[config.mk]
export PLATFORM = sky130hd
export DESIGN_NAME = kamacore_writeback
export DESIGN_NICKNAME = d
export VERILOG_FILES = /design/src/rtl/kamacore_pkg.sv /design/src/rtl/kamacore_load_extract.sv /design/src/rtl/kamacore_writeback.sv
export SDC_FILE = /design/constraint.sdc
export NUM_CORES = 1
export LEC_CHECK = 0
export CAP_MARGIN = 10
export CORE_ASPECT_RATIO = 1.25
export CORE_MARGIN = 2
export CORE_UTILIZATION = 48
export CTS_CLUSTER_DIAMETER = 100
export DETAILED_ROUTE_END_ITERATION = 16
export PLACE_DENSITY = 0.86
export SYNTH_ARGS = -nofsm -noshare
export SYNTH_HDL_FRONTEND = slang
export SYNTH_SLANG_ARGS = --single-unit
[constraint.sdc]
create_clock -name clk -period 3.6 [get_ports clk]
set_input_delay 0.36 -clock clk [delete_from_list [all_inputs] [get_ports clk]]
set_output_delay 0.36 -clock clk [all_outputs]
set_load 0.01 [all_outputs]
[src/rtl/kamacore_pkg.sv]
// kamacore shared types and widths for the writeback slice.
// Load sizes and FSM states used by kamacore_writeback.
package kamacore_pkg;

    localparam int CPU_WIDTH      = 32;
    localparam int REG_ADDR_WIDTH = 5;

    typedef enum logic [1:0] {
        LOAD_BYTE = 2'd0,
        LOAD_HALF = 2'd1,
        LOAD_WORD = 2'd2
    } load_size_t;

    typedef enum logic {
        IDLE      = 1'b0,
        WAIT_LOAD = 1'b1
    } wb_state_t;

endpackage

[src/rtl/kamacore_load_extract.sv]
// kamacore load extraction: picks byte/half/word from the read word
// by byte offset and sign- or zero-extends it to CPU_WIDTH.
module kamacore_load_extract
    import kamacore_pkg::*;
(
    input  load_size_t             size,
    input  logic                   is_signed,
    input  logic [1:0]             byte_off,
    input  logic [CPU_WIDTH-1:0]   rdata,
    output logic [CPU_WIDTH-1:0]   data
);

    logic [7:0]  sel_b;
    logic [15:0] sel_h;

    // halfword lanes only use the upper offset bit
    assign sel_b = rdata[8*byte_off +: 8];
    assign sel_h = rdata[16*byte_off[1] +: 16];

    // size decode with sign/zero extension
    always_comb begin
        data = rdata;
        unique case (size)
            LOAD_BYTE: data = {{(CPU_WIDTH-8){is_signed & sel_b[7]}}, sel_b};
            LOAD_HALF: data = {{(CPU_WIDTH-16){is_signed & sel_h[15]}}, sel_h};
            default:   data = rdata;
        endcase
    end

endmodule

[src/rtl/kamacore_writeback.sv]
// kamacore writeback stage: ALU results and load responses to the regfile.
// Subword load extraction is enabled by `define KAMACORE_SUBWORD_LOAD_EN.
module kamacore_writeback
    import kamacore_pkg::*;
#(
    parameter int unsigned LOAD_TIMEOUT = 255
)
(
    input  logic                      clk,
    input  logic                      rst,
    input  logic                      ex_valid,
    output logic                      ex_ready,
    input  logic [REG_ADDR_WIDTH-1:0] ex_rd,
    input  logic [CPU_WIDTH-1:0]      ex_data,
    input  logic                      ex_is_load,
    input  load_size_t                ex_load_size,
    input  logic                      ex_load_signed,
    input  logic [1:0]                ex_byte_off,
    input  logic                      mem_rvalid,
    input  logic [CPU_WIDTH-1:0]      mem_rdata,
    output logic                      destination_we,
    output logic [REG_ADDR_WIDTH-1:0] destination_a,
    output logic [CPU_WIDTH-1:0]      destination_data,
    output logic                      busy,
    output logic                      load_timeout
);

    localparam logic [15:0] TIMEOUT_CNT = 16'(LOAD_TIMEOUT);

    wb_state_t                 state_q, state_d;
    logic [15:0]               cnt_q, cnt_d, cnt_inc;
    logic [REG_ADDR_WIDTH-1:0] rd_q, rd_d;
    logic                      we_q, we_d;
    logic [REG_ADDR_WIDTH-1:0] a_q, a_d;
    logic [CPU_WIDTH-1:0]      data_q, data_d;
    logic                      to_q, to_d;
    logic [CPU_WIDTH-1:0]      load_val;

`ifdef KAMACORE_SUBWORD_LOAD_EN
    load_size_t size_q, size_d;
    logic       sgn_q, sgn_d;
    logic [1:0] off_q, off_d;

    kamacore_load_extract u_extract (
        .size      (size_q),
        .is_signed (sgn_q),
        .byte_off  (off_q),
        .rdata     (mem_rdata),
        .data      (load_val)
    );
`else
    logic unused_load_cfg;

    // full word passes straight through; descriptor fields are don't-care
    assign load_val        = mem_rdata;
    assign unused_load_cfg = ^{ex_load_size, ex_load_signed, ex_byte_off};
`endif

    assign cnt_inc = cnt_q + 16'd1;

    // next-state: accept in IDLE, wait for response or abort on timeout
    always_comb begin
        state_d = state_q;
        cnt_d   = cnt_q;
        rd_d    = rd_q;
        we_d    = 1'b0;
        a_d     = a_q;
        data_d  = data_q;
        to_d    = 1'b0;
`ifdef KAMACORE_SUBWORD_LOAD_EN
        size_d  = size_q;
        sgn_d   = sgn_q;
        off_d   = off_q;
`endif
        unique case (state_q)
            IDLE: begin
                if (ex_valid) begin
                    if (ex_is_load) begin
                        state_d = WAIT_LOAD;
                        cnt_d   = 16'd0;
                        rd_d    = ex_rd;
`ifdef KAMACORE_SUBWORD_LOAD_EN
                        size_d  = ex_load_size;
                        sgn_d   = ex_load_signed;
                        off_d   = ex_byte_off;
`endif
                    end else begin
                        we_d   = (ex_rd != '0);
                        a_d    = ex_rd;
                        data_d = ex_data;
                    end
                end
            end
            WAIT_LOAD: begin
                if (mem_rvalid) begin
                    state_d = IDLE;
                    cnt_d   = 16'd0;
                    we_d    = (rd_q != '0);
                    a_d     = rd_q;
                    data_d  = load_val;
                end else if (cnt_inc == TIMEOUT_CNT) begin
                    state_d = IDLE;
                    cnt_d   = 16'd0;
                    to_d    = 1'b1;
                end else begin
                    cnt_d = cnt_inc;
                end
            end
            default: state_d = IDLE;
        endcase
    end

    // state and registered outputs
    always_ff @(posedge clk or negedge rst) begin
        if (!rst) begin
            state_q <= IDLE;
            cnt_q   <= 16'd0;
            rd_q    <= '0;
            we_q    <= 1'b0;
            a_q     <= '0;
            data_q  <= '0;
            to_q    <= 1'b0;
`ifdef KAMACORE_SUBWORD_LOAD_EN
            size_q  <= LOAD_WORD;
            sgn_q   <= 1'b0;
            off_q   <= 2'd0;
`endif
        end else begin
            state_q <= state_d;
            cnt_q   <= cnt_d;
            rd_q    <= rd_d;
            we_q    <= we_d;
            a_q     <= a_d;
            data_q  <= data_d;
            to_q    <= to_d;
`ifdef KAMACORE_SUBWORD_LOAD_EN
            size_q  <= size_d;
            sgn_q   <= sgn_d;
            off_q   <= off_d;
`endif
        end
    end

    assign ex_ready         = (state_q == IDLE);
    assign busy             = (state_q == WAIT_LOAD);
    assign destination_we   = we_q;
    assign destination_a    = a_q;
    assign destination_data = data_q;
    assign load_timeout     = to_q;

endmodule

-- After elaboration in Yosys (flattened, before gate mapping)
Index checks and enable logic that the tools add are counted.
- input bits: 79
- output and inout bits: 41
- memory bits (read-only): 0
- memories: 0
- word-level logic and storage cells: 44
- memory bits (writable): 0
- latch bits: 0
- register bits: 61
- multiply operators: 0
- order comparisons: 0
- div/mod/pow operators: 0
- reduce and logical (&&, ||, !) cells: 5
- shift-type cells: 0
- equality and inequality tests: 5
- bitwise gates (word level): 1
- add/subtract/negate cells: 1
- multiplexer cells: 25
- operators with widths (cell ; count):
    32-bit 2-to-1 mux ; 3
    16-bit 2-to-1 mux ; 4
    32-bit one-hot mux with 2 select lines ; 1
    16-bit one-hot mux with 2 select lines ; 1
    16-bit by 1-bit adder with 16-bit output (second input constant) ; 1
    16-bit by 8-bit equality test with 1-bit output (second input constant) ; 1
    5-bit 2-to-1 mux ; 3
    1-bit 2-to-1 mux ; 10
    5-bit one-hot mux with 2 select lines ; 1
    5-bit nonzero test ; 2
    2-bit inequality test (second input constant) ; 3
    3-bit AND reduction ; 2
    1-bit one-hot mux with 2 select lines ; 2
    2-bit by 1-bit inequality test with 1-bit output (second input constant) ; 1
    2-bit AND reduction ; 1
    1-bit inverter ; 1

-- Logic depth before layout (Yosys ltp)
- depth in word-level cells: 5
- depth in mapped cells: 9
- mapped depth without buffers: 8

-- Least setup slack after synthesis
OpenSTA, ideal clock, no wires.
- path type: register -> register
- start point: register cnt_q[0]
- end point: register cnt_q[6]
- stages on the path, launching flop included: 10
- clock period less this slack: 2.268 ns
- required time: 3.474 ns
- library setup time: 0.126 ns
- setup slack: 1.332 ns
- buffers on the path: 1
- arrival: 2.142 ns
- cell sequence: dfrtp_1 -> ha_1 -> buf_4 -> nand4_4 -> nor4_1 -> a22oi_1 -> nor4_4 -> a21oi_4 -> o211a_1 -> a221o_1
- cells in the longest elaborated chain, start to end: 5
- ends and longest elaborated chain (item ; RTL line ; source):
    start, declared ; kamacore_writeback.sv:31 ; logic [15:0] cnt_q, cnt_d, cnt_inc;
    start signal, assigned ; kamacore_writeback.sv:130 ; cnt_q <= cnt_d;
    16-bit by 1-bit adder with 16-bit output (*) ; kamacore_writeback.sv:59 ; assign cnt_inc = cnt_q + 16'd1;
    16-bit by 8-bit equality test with 1-bit output ; kamacore_writeback.sv:101 ; end else if (cnt_inc == TIMEOUT_CNT) begin
    16-bit 2-to-1 mux (*) ; kamacore_writeback.sv:101 ;
    16-bit 2-to-1 mux (*) ; kamacore_writeback.sv:95 ; if (mem_rvalid) begin
    16-bit one-hot mux with 2 select lines (*) ; kamacore_writeback.sv:75 ; unique case (state_q)
Mark *: on every way between the ends. The rest lies on a longest branch, timed or not.
A chain may end at the register's enable or synchronous reset.

-- Final worst setup path
Same ends and word-level chain as after synthesis.

==> results.md <==
Logic synthesis:
- The commonest register cell after synthesis is sky130_fd_sc_hd__dfrtp_1.
- The share of the yosys chip area belonging to registers is 0.478.
- The synthesized flop and latch total is roughly 60.
- The netlist area before placement is roughly 3200 sq um.
- Ranked by total cell area, the synthesized netlist is headed by sky130_fd_sc_hd__dfrtp_1, sky130_fd_sc_hd__mux2i_1, sky130_fd_sc_hd__o21ai_0.
- The post-synth net total is between 400 and 500.
- Averaged over all synthesized cells, the footprint is between 9 and 10 sq um.
- By count the netlist is led by sky130_fd_sc_hd__dfrtp_1, sky130_fd_sc_hd__nand2_1, sky130_fd_sc_hd__o21ai_0.
- The Yosys step of the flow raised 0 warnings.
- The gate count of the mapped netlist is approximately 330.
- The distinct cell type count after synthesis is 48.
- Of all cell types, the one taking the most synthesized area is sky130_fd_sc_hd__dfrtp_1.
- Counting flops with a built-in enable in the synthesized netlist gives 0.
- The share of the synthesized area in the top cell type is 0.478.
- The most used standard cell by instance count after synthesis is sky130_fd_sc_hd__dfrtp_1.
- The proportion of synthesized flip-flops having asynchronous set or reset is 1.00.

Routing:
- For this run, the detailed router's first-pass iteration total came to 4.
- The routed metal-1 wire length is 3650 um.
- The routed wire length is approximately 8600 um.
- The first routing iteration left ~150 violations.
- For this run, design rule violations remaining after detail routing come to 0.
- The amount of wire on met2 after detailed routing is approximately 4300 um.
- The detailed router placed 2878 vias in this run.
- The remaining antenna violation count after routing is 0.
- The highest metal layer used by the detailed router is met4.
- The post-detailed-route wirelength per cell is about 16 um.
- The routed design uses about 550 um of met3 wire.
- The routed via count divided by cell count is 5.46.

STA:
- Between clock sinks in the finished design, the worst skew comes to approximately 9 ps.
- The clock period minus worst slack is about 2700 ps.
- The setup TNS is 0 ps.
- The maximum clock frequency is ~370 MHz.
- The worst path meets setup with between 900 and 1000 ps of slack.
- The total of endpoints with negative setup slack in the final report is 0.
- For the pin with the worst max-slew slack, the measured transition is between 600 and 700 ps.
- The count of final max-slew check failures is 0.
- The hold violation count in the final report was 0.
- Setup repair after global routing left no endpoint under its margin.
- The final worst-path cycle share is 0.744.
- The headroom to the max-slew limit is 0.551.

Layout:
- The antenna diode count is 0.
- The final-stage net count is roughly 520.
- The ratio of cells with drive above 1 in the final layout is 0.0795.
- The fill cell instance count of the final layout is 475.
- The area growth from synthesis to layout is 42.8%.
- With fillers left out, the area of the finished cells amounts to roughly 4600 sq um.
- Excluding fillers, the count of instances in the completed layout stands at approximately 530.

Floorplan:
- The area of the die is 7320 sq um.
- The die width is 77.0 um.
- The effective utilization at floorplan is 0.493.
- The row count is 33.
- The height of the chip is around 95 um.
- After floorplanning, the core was sized to cover 6480 sq um.
- The count of pins on the block boundary is 120.

Power:
- In this run the static leakage power is approximately 1.9 nW.
- Overall power consumption after layout is estimated at roughly 2.0 mW.
- IR analysis of the VDD net gives a maximum drop of 0.243 mV.
- The power density relative to cell area is 432 nW/um^2.

Critical path:
- For the worst setup path, the data arrival time is 2890 ps.
- The library cell contributing the largest single delay on the critical path is sky130_fd_sc_hd__dfrtp_1.
- At the worst endpoint, the required time is roughly 3800 ps.
- The kind of critical path is register to register.
- The signal on the critical path passes through ha_1 > nand4_4 > nor4_1 > a22oi_1 > nor4_4 > a21oi_4 > o211a_1 > a221o_1.
- STA classifies the critical path endpoint as a register.
- The worst setup path is launched from a register.
- The kind of cell with the highest combined delay along the critical path is simple AND/OR/NAND/NOR gates.
- The critical path contains buffers and inverters numbering 0 combined.
- In this run the worst path has a maximum fanout of 9.
- The stage delay of the slowest cell on the critical path is ~480 ps.

Placement:
- The placed instances occupy a cell area of between 4000 and 5000 sq um.
- The count of buffers added on input and output ports is between 100 and 150.
- The congestion estimate from routability-driven global placement came to a little under 0.9.
- The sum of net half-perimeters after detailed placement is between 6000 and 7000 um.
- The number of placed cells counting well taps is between 500 and 600.
- The setup slack after placement is roughly 970 ps.

Global routing:
- The initial antenna violation count is 0.
- The overflow left after global routing is 0.
- The maximum number of pins on one net before global-route repair is 59.
- The wire length of the first global-routing pass is 14400 um.
- Across every metal layer, demand over resource in global routing totals 0.252.
- The number of global-route vias before repair came to between 2000 and 3000.

Min path:
- In this run the worst hold path is classified as register to register.

Run status:
- The flow ran to the end, and the final reports show no timing, DRC or antenna violations.

Clocking:
- After clock tree synthesis, the flow added hold-fix buffers numbering 1.
- The number of buffers inserted during clock tree synthesis is 9.
- Post-CTS repair changed the size of 0 cells.
- The later pin in the worst-skew pair is clocked with a latency of 330 ps.
- Clock tree synthesis selected as its root buffer the cell sky130_fd_sc_hd__clkbuf_8.
- The maximum buffer depth of the clock tree is 2.
- The H-tree depth reported by CTS is 3.
- The number of clock sinks seen by CTS is between 60 and 70.
- Clock-pin slew was measured on the worst setup and hold paths at 70 ps.
- The number of setup buffers added after CTS is 0.
- The TritonCTS clock tree is built.

Job:
- Across the run, the number of max-cap violations was 0.
-- final cells by class --
| cell class | instances | area, sq um | area share |
|---|---|---|---|
| Multi-Input combinational cell | 241 | 1570 | 0.343 |
| Inverter | 3 | 11.3 | 0.00247 |
| Clock buffer | 12 | 145 | 0.0318 |
| Clock inverter | 4 | 25.0 | 0.00549 |
| Timing Repair Buffer | 119 | 1180 | 0.258 |
| Tap cell | 87 | 109 | 0.0239 |
| Sequential cell | 61 | 1530 | 0.335 |
-- worst min-delay path: cells and delay by family (launching register included) --
family / cells / cell delay (ps)
simple gates: 1 / 50
flops: 1 / 340
compound gates: 1 / 60
-- registers in the layout, indices dropped and copies added (netlist names) --
name / flops
destination_data: 32
rd_q: 5
destination_a: 5
load_timeout: 1
busy: 1
cnt_q: 16
destination_we: 1
-- stage by stage --
step,hold slack (ps),utilization
final,478,0.704
after global routing,521,0.704
after global placement,353,0.676
after CTS,485,0.704
after detailed placement,347,0.676
after floorplan,64.4,-
-- cell usage in the layout (no fill, tap or decap), drive strengths merged, types with 3 or more instances in the layout --
cell,netlist,routed
nand4,6,6
nand3,14,14
nand2,58,58
clkbuf,11,12
dfrtp,61,61
a21oi,6,6
nor3,4,4
or3,8,8
mux2i,39,39
nor4,5,5
nor2,12,12
clkdlybuf4s50,0,113
o21ai,52,52
inv,3,3
mux2,5,5
buf,11,5
-- final timing paths --
path / to / cells after the start / slack [ps] / startpoint
hold reg to reg: destination_a[2]$_DFFE_PN0P_ / 2 / 480 / destination_a[2]$_DFFE_PN0P_
setup / recovery: cnt_q[6]$_DFFE_PN0P_ / 8 / 920 / cnt_q[0]$_DFFE_PN0P_
max in group asynchronous: busy$_DFF_PN0_ / 3 / 2190 / rst
hold / removal: destination_a[2]$_DFFE_PN0P_ / 2 / 480 / destination_a[2]$_DFFE_PN0P_
setup reg to reg: cnt_q[6]$_DFFE_PN0P_ / 8 / 920 / cnt_q[0]$_DFFE_PN0P_
min in group asynchronous: destination_data[7]$_DFFE_PN0P_ / 2 / 520 / rst
-- per-layer routing --
| layer | global-route usage | vias up |
|---|---|---|
| met3 | 0.0625 | 10 |
| met2 | 0.418 | 120 |
| met1 | 0.320 | 1363 |
| li1 | - | 1385 |
| met4 | 0.0985 | 0 |
| met5 | 0 | - |
-- report_power, final --
group	internal [mW]	total [mW]	switching [mW]
Clock	0.266	0.524	0.258
Combinational	0.325	0.571	0.246
Sequential	0.799	0.875	0.0765
Total	1.39	1.97	0.580
-- cells by family (layout without fill, tap and decap cells) --
group,after synthesis,count (layout),share of synthesized area
buffers and inverters,25,138,0.0353
AO/OA/AOI/OAI,77,77,0.150
adder cells (fa/ha/maj),2,2,0.00784
flip-flops,61,61,0.478
multiplexers,44,44,0.140
AND/OR/NAND/NOR,115,115,0.181
XOR/XNOR,3,3,0.00823
Note: power is estimated with default switching activity, not from simulation.
